==> src/rtl/sram_sched_pkg.sv <==
// Shared constants and helpers for the frame-buffer SRAM access scheduler.
package sram_sched_pkg;

   localparam int ADDR_W = 17;
   localparam int PIX_W  = 16;
   localparam int DQ_W   = 24;

   // Slot phases: three-cycle write slot followed by one display read cycle.
   localparam logic [1:0] PH_WR_SETUP  = 2'd0;
   localparam logic [1:0] PH_WR_STROBE = 2'd1;
   localparam logic [1:0] PH_WR_HOLD   = 2'd2;
   localparam logic [1:0] PH_RD        = 2'd3;

   // RGB565 {R,G,B} to the SRAM lane order {8'b0, B, G, R}.
   function automatic logic [DQ_W-1:0] pack_rgb565(input logic [PIX_W-1:0] px);
      return {8'h00, px[4:0], px[10:5], px[15:11]};
   endfunction

endpackage

==> src/rtl/sram_wr_fifo.sv <==
// Small synchronous FIFO holding {addr, data} pixel writes for the SRAM write slot.
// Push into a full FIFO and pop from an empty FIFO are ignored.
module sram_wr_fifo #(
   parameter int WIDTH = 33,
   parameter int DEPTH = 4,
   parameter int AW    = 2
) (
   input  logic             clk,
   input  logic             rst,
   input  logic             push,
   input  logic [WIDTH-1:0] push_data,
   input  logic             pop,
   output logic [WIDTH-1:0] head,
   output logic             full,
   output logic             empty,
   output logic [AW:0]      count
);

   logic [WIDTH-1:0] mem [DEPTH];
   logic [AW-1:0]    wr_ptr;
   logic [AW-1:0]    rd_ptr;
   logic             do_push;
   logic             do_pop;

   assign full    = (count == (AW+1)'(DEPTH));
   assign empty   = (count == '0);
   assign do_push = push & ~full;
   assign do_pop  = pop & ~empty;
   assign head    = mem[rd_ptr];

   // Entry storage; contents need no reset because count gates visibility.
   always_ff @(posedge clk) begin
      if (do_push) begin
         mem[wr_ptr] <= push_data;
      end
   end

   // Pointers wrap naturally (DEPTH is a power of two); count tracks occupancy.
   always_ff @(posedge clk) begin
      if (rst) begin
         wr_ptr <= '0;
         rd_ptr <= '0;
         count  <= '0;
      end else begin
         if (do_push) begin
            wr_ptr <= wr_ptr + AW'(1);
         end
         if (do_pop) begin
            rd_ptr <= rd_ptr + AW'(1);
         end
         case ({do_push, do_pop})
            2'b10:   count <= count + (AW+1)'(1);
            2'b01:   count <= count - (AW+1)'(1);
            default: count <= count;
         endcase
      end
   end

endmodule

==> src/rtl/sram_access_scheduler.sv <==
// Time-division scheduler for the single async frame-buffer SRAM: a fixed
// four-phase slot (three write phases fed by a pixel FIFO, one display read
// phase) plus double-buffer page swaps deferred to frame boundaries.
//
// Write handshake: a pixel is transferred on every rising edge where
// wr_valid and wr_ready are both high; wr_addr/wr_data must be stable while
// wr_valid is high, and wr_ready depends only on FIFO occupancy.
module sram_access_scheduler #(
   parameter int ADDR_W     = sram_sched_pkg::ADDR_W,
   parameter int FIFO_DEPTH = 4,
   parameter int FIFO_AW    = 2
) (
   input  logic              mco,
   input  logic              rst,
   input  logic              wr_valid,
   output logic              wr_ready,
   input  logic [ADDR_W-1:0] wr_addr,
   input  logic [15:0]       wr_data,
   input  logic              swap_req,
   input  logic              frame_start,
   output logic              swap_done,
   output logic              disp_page,
   input  logic [ADDR_W-1:0] rd_addr,
   output logic [15:0]       rd_data,
   output logic              rd_valid,
   output logic [1:0]        slot_phase,
   output logic [ADDR_W:0]   sram_addr,
   output logic [23:0]       sram_dq_out,
   output logic              sram_dq_oe,
   input  logic [23:0]       sram_dq_in,
   output logic              sram_we_n,
   output logic              sram_oe_n
);

   import sram_sched_pkg::*;

   localparam int ENTRY_W = ADDR_W + 16;

   logic [1:0]         phase;
   logic               wr_active;
   logic               swap_pending;
   logic               fifo_push;
   logic               fifo_pop;
   logic [ENTRY_W-1:0] fifo_head;
   logic               fifo_full;
   logic               fifo_empty;
   logic [FIFO_AW:0]   fifo_count;
   logic [ADDR_W-1:0]  head_addr;
   logic [15:0]        head_data;
   logic               swap_ok;
   logic               unused_ok;

   assign slot_phase = phase;
   assign wr_ready   = (fifo_count < (FIFO_AW+1)'(FIFO_DEPTH));
   assign fifo_push  = wr_valid & wr_ready;
   assign fifo_pop   = wr_active & (phase == PH_WR_HOLD);
   assign head_addr  = fifo_head[ENTRY_W-1:16];
   assign head_data  = fifo_head[15:0];
   // Only swap when nothing queued or in flight could still land on the new display page.
   assign swap_ok    = frame_start & swap_pending & fifo_empty & ~wr_active;
   assign unused_ok  = ^{sram_dq_in[23:16], fifo_full};

   sram_wr_fifo #(
      .WIDTH (ENTRY_W),
      .DEPTH (FIFO_DEPTH),
      .AW    (FIFO_AW)
   ) u_fifo (
      .clk       (mco),
      .rst       (rst),
      .push      (fifo_push),
      .push_data ({wr_addr, wr_data}),
      .pop       (fifo_pop),
      .head      (fifo_head),
      .full      (fifo_full),
      .empty     (fifo_empty),
      .count     (fifo_count)
   );

   // Slot sequencer: each case arm sets the SRAM pins seen in the following phase.
   always_ff @(posedge mco) begin
      if (rst) begin
         phase       <= PH_WR_SETUP;
         wr_active   <= 1'b0;
         sram_addr   <= '0;
         sram_dq_out <= '0;
         sram_dq_oe  <= 1'b0;
         sram_we_n   <= 1'b1;
         sram_oe_n   <= 1'b1;
         rd_data     <= '0;
         rd_valid    <= 1'b0;
      end else begin
         phase    <= phase + 2'd1;
         rd_valid <= 1'b0;
         case (phase)
            PH_RD: begin
               // Capture the display pixel and set up the write slot (bus turnaround, no drive).
               rd_data    <= sram_dq_in[15:0];
               rd_valid   <= 1'b1;
               sram_oe_n  <= 1'b1;
               sram_we_n  <= 1'b1;
               sram_dq_oe <= 1'b0;
               wr_active  <= ~fifo_empty;
               if (!fifo_empty) begin
                  sram_addr   <= {~disp_page, head_addr};
                  sram_dq_out <= pack_rgb565(head_data);
               end
            end
            PH_WR_SETUP: begin
               sram_we_n  <= ~wr_active;
               sram_dq_oe <= wr_active;
            end
            PH_WR_STROBE: begin
               // Rising WE latches the data; DQ keeps being driven for hold time.
               sram_we_n <= 1'b1;
            end
            default: begin
               // End of write slot: release DQ before enabling SRAM output for the read.
               wr_active  <= 1'b0;
               sram_dq_oe <= 1'b0;
               sram_we_n  <= 1'b1;
               sram_oe_n  <= 1'b0;
               sram_addr  <= {disp_page, rd_addr};
            end
         endcase
      end
   end

   // Page swap: requests merge into a pending flag, serviced at a safe frame_start.
   always_ff @(posedge mco) begin
      if (rst) begin
         disp_page    <= 1'b0;
         swap_pending <= 1'b0;
         swap_done    <= 1'b0;
      end else begin
         swap_done <= 1'b0;
         if (swap_ok) begin
            disp_page    <= ~disp_page;
            swap_done    <= 1'b1;
            swap_pending <= swap_req;
         end else if (swap_req) begin
            swap_pending <= 1'b1;
         end
      end
   end

endmodule
==> config.mk <==
export PLATFORM = sky130hd
export DESIGN_NAME = sram_access_scheduler
export DESIGN_NICKNAME = d
export VERILOG_FILES = /design/src/rtl/sram_sched_pkg.sv /design/src/rtl/sram_wr_fifo.sv /design/src/rtl/sram_access_scheduler.sv
export SDC_FILE = /design/constraint.sdc
export NUM_CORES = 1
export LEC_CHECK = 0
export ABC_AREA = 0
export CORE_MARGIN = 1.5
export CORE_UTILIZATION = 47
export CTS_CLUSTER_DIAMETER = 30
export DETAILED_ROUTE_END_ITERATION = 12
export MAX_ROUTING_LAYER = met4
export PLACE_DENSITY_LB_ADDON = 0.08
export SYNTH_ARGS = -nofsm -noshare
export SYNTH_HDL_FRONTEND = slang
export SYNTH_SLANG_ARGS = --single-unit
==> constraint.sdc <==
create_clock -name mco -period 2 [get_ports mco]
set_clock_uncertainty 0.2 [all_clocks]
set_input_delay 0.2 -clock mco [delete_from_list [all_inputs] [get_ports mco]]
set_output_delay 0.2 -clock mco [all_outputs]
set_load 0.005 [all_outputs]
==> impl_metrics.tcl <==
set metrics [dict create \
    fmax_mhz 475 \
    start_util_pct 48.0 \
    h-tree-depth 2 \
    final_cells 890 \
    placed_area_um2 9440 \
    cts_root_buffer "clkbuf_16" \
    worstRegToRegCells 9 \
    viasPerCell 5.24 \
    leakage_nw 3.78 \
    crit_type "register to register" \
    drive_above_1_share_pct 27.9 \
    synthFlopType "edfxtp_1" \
    crit_path_end_kind "register" \
    cap_violations 0 \
    first_global_vias 4897 \
    clkSinkCount 201 \
    clockBufferDepth 3 \
    synth_cell_type_count 41 \
    yosys.area.top_type "edfxtp_1" \
    clkTransAtPathRegs_ns 0.04 \
    dieArea_um2 17000 \
    grt_pass1_wl_mm 25.3 \
    tritoncts "done" \
    ys_seq_elements 201 \
    syn_area_um2 7620 \
    synth_cells 469 \
    slowest_stage "or3_1" \
    antenna_found_initial 1 \
    cp_max_fo 2 \
    vdd_ir_drop_max_mv 0.794 \
    n_fill_cell 1123 \
    port_buffers 129 \
    grt_use_total_pct 20.4 \
    min_path_cells 3 \
    timing.hold.ws_ns 0.0896 \
    grt_max_degree 40 \
    grt_remaining_overflow 0 \
    drc 0 \
    seq_area_frac_synth_pct 70.1 \
    crit_path_cell_trace "inv_4 > ha_4 > o311a_4 > ha_4 > inv_2 > fa_2 > xor2_1 > or3_1 > a21oi_2" \
    rows 46 \
    insertion_delay_ns 0.50 \
    crit_path_end "u_fifo.count[2]" \
    reg2reg_slack_ns -0.10 \
    utilization_pct 68.4 \
    post-route-min-period_ns 2.10 \
    dr.pass1.iters 5 \
    violations "negative setup slack" \
    synthArstFlopShare_pct 0 \
    die_x_um 130 \
    power_per_cell_area_nw_per_um2 1110 \
    num_vias 4665 \
    rsz0062_at_grt "true" \
    num-nets-final 732 \
    core_area_um2 15900 \
    finalHoldViolCount 0 \
    synth.area.top_cells "edfxtp_1 52%, dfxtp_1 18%, mux2_2 5.0%" \
    hold_path.class "input port to register" \
    drt_iter0_drc 305 \
    r2r-end "u_fifo.count[2]" \
    required_ns 2.22 \
    fin_ws_ns -0.104 \
    finalSetupTns_ns -0.104 \
    synthToLayoutAreaGrowth_pct 42.4 \
    cpPeakStageDelay_ns 0.36 \
    synth_top_area_share_pct 52.0 \
    status "complete, but fails checks" \
    crit_top_cell "ha_4" \
    die_h_um 130 \
    ant_nets 0 \
    num_io_pins 146 \
    maxSlewViolCount 0 \
    synth_edf_count 132 \
    dp_hpwl_mm 10.2 \
    finalSetupViolations 1 \
    setup.worst_path.start "slot_phase[0]" \
    dp.cells 814 \
    place.gp.congestion 0.766 \
    wl_per_cell_um 18.6 \
    fin_crit_sh_pct 105 \
    cp-start-kind "register" \
    r2r_start "slot_phase[0]" \
    routed_wl_mm 16.6 \
    dp_slack_ns -0.285 \
    final_area_um2 10900 \
    cts_buffers 39 \
    finalPower_mw 12.1 \
    yosysWarningCount 0 \
    arrival_ns 2.33 \
    syn-mean-instance-area_um2 16.3 \
]
-- worst min path at each step --
stage	start	end	slack, ns
after floorplan	wr_data[0]	u_fifo.mem[0][0]	0.1
after global placement	sram_dq_oe	sram_dq_oe	0.25
after detailed placement	sram_dq_out[14]	sram_dq_out[14]	0.26
after CTS	swap_req	swap_pending	0.08
after global routing	swap_req	swap_pending	0.10
final	swap_req	swap_pending	0.09
-- kinds of logic after synthesis --
| logic type | Yosys count | share of synthesized area, % |
|---|---|---|
| flops | 201 | 70.1 |
| xor+xnor | 5 | 0.574 |
| compound gates | 84 | 8.94 |
| mux | 67 | 12.0 |
| fa+ha+maj | 10 | 1.74 |
| other cells | 1 | 0.0492 |
| simple gates | 49 | 3.22 |
| buf+inv | 52 | 3.40 |
-- critical path: cells and delay by family, from the launching register on --
kind	cells	cell delay, ns
AO/OA/AOI/OAI	2	0.31
XOR/XNOR	1	0.16
flip-flops	1	0.34
buffers and inverters	2	0.08
adder cells (fa/ha/maj)	3	0.57
AND/OR/NAND/NOR	1	0.36
-- per-layer routing --
metal  share of wire (%)  GRT usage [%]  vias to the layer above
met5                   0              -                        -
met4                 1.9           7.37                        0
met3                 6.2           5.05                       27
met2                  50           33.7                      153
met1                  42           24.7                     2314
li1                    -              -                     2171
-- report_power, final --
part / leakage [nW] / internal [mW] / total [mW] / switching (mW)
registers: 1.78 / 4.66 / 4.74 / 0.0800
logic: 1.36 / 0.508 / 0.931 / 0.423
clock network: 0.647 / 4.39 / 6.39 / 2.01
total: 3.78 / 9.56 / 12.1 / 2.51
-- area by class of cell --
class	instances	area, um^2	share of cell area (%)
Clock inverter	26	269	2.48
Inverter	11	43.8	0.403
Antenna cell	1	2.50	0.0230
Multi-Input combinational cell	224	2140	19.8
Clock buffer	45	1050	9.68
Tap cell	216	270	2.49
Timing Repair Buffer	166	1720	15.9
Sequential cell	201	5350	49.3
-- Yosys cell counts (3+ instances only) --
master / n
a211oi_2: 10
buf_4: 9
buf_2: 9
inv_1: 11
a211oi_1: 8
mux4_2: 16
nor2_1: 26
mux2_2: 34
xnor2_1: 3
a222oi_1: 17
edfxtp_1: 132
a22o_1: 16
ha_1: 9
and2_1: 5
a21oi_1: 25
clkbuf_1: 19
nor2b_1: 5
dfxtp_1: 69
mux2i_1: 17
-- layout by cell type (no fill, tap or decap), types with 4 or more instances in the layout --
master	n
edfxtp_1	132
clkdlybuf4s50_1	128
dfxtp_1	66
clkbuf_16	41
mux2_2	34
nor2_1	25
a21oi_1	22
buf_4	20
mux2i_1	17
a222oi_1	17
mux4_2	16
a22o_1	16
clkinv_2	12
buf_12	11
a211oi_2	10
inv_1	9
a211oi_1	8
conb_1	8
ha_1	6
bufinv_16	5
buf_6	5
nor2b_1	4
and2_2	4
a21oi_2	4
clkinvlp_4	4
-- sequential cells by signal (all words and copies together) (netlist names), 2 cells and up, named ones only --
name	count
u_fifo.mem	132
sram_addr	18
rd_data	16
sram_dq_out	16
u_fifo.count	3
slot_phase	2
u_fifo.rd_ptr	2
u_fifo.wr_ptr	2
-- repair_timing --
item,4_1_cts,5_1_grt
hold buffers,1,0
gates resized for setup,6,11
setup buffers,2,0
cloned,0,1
hold endpoints to repair,12,0
pin swaps,7,5
setup endpoints to repair,12,20
(Power assumes the default switching activity.)
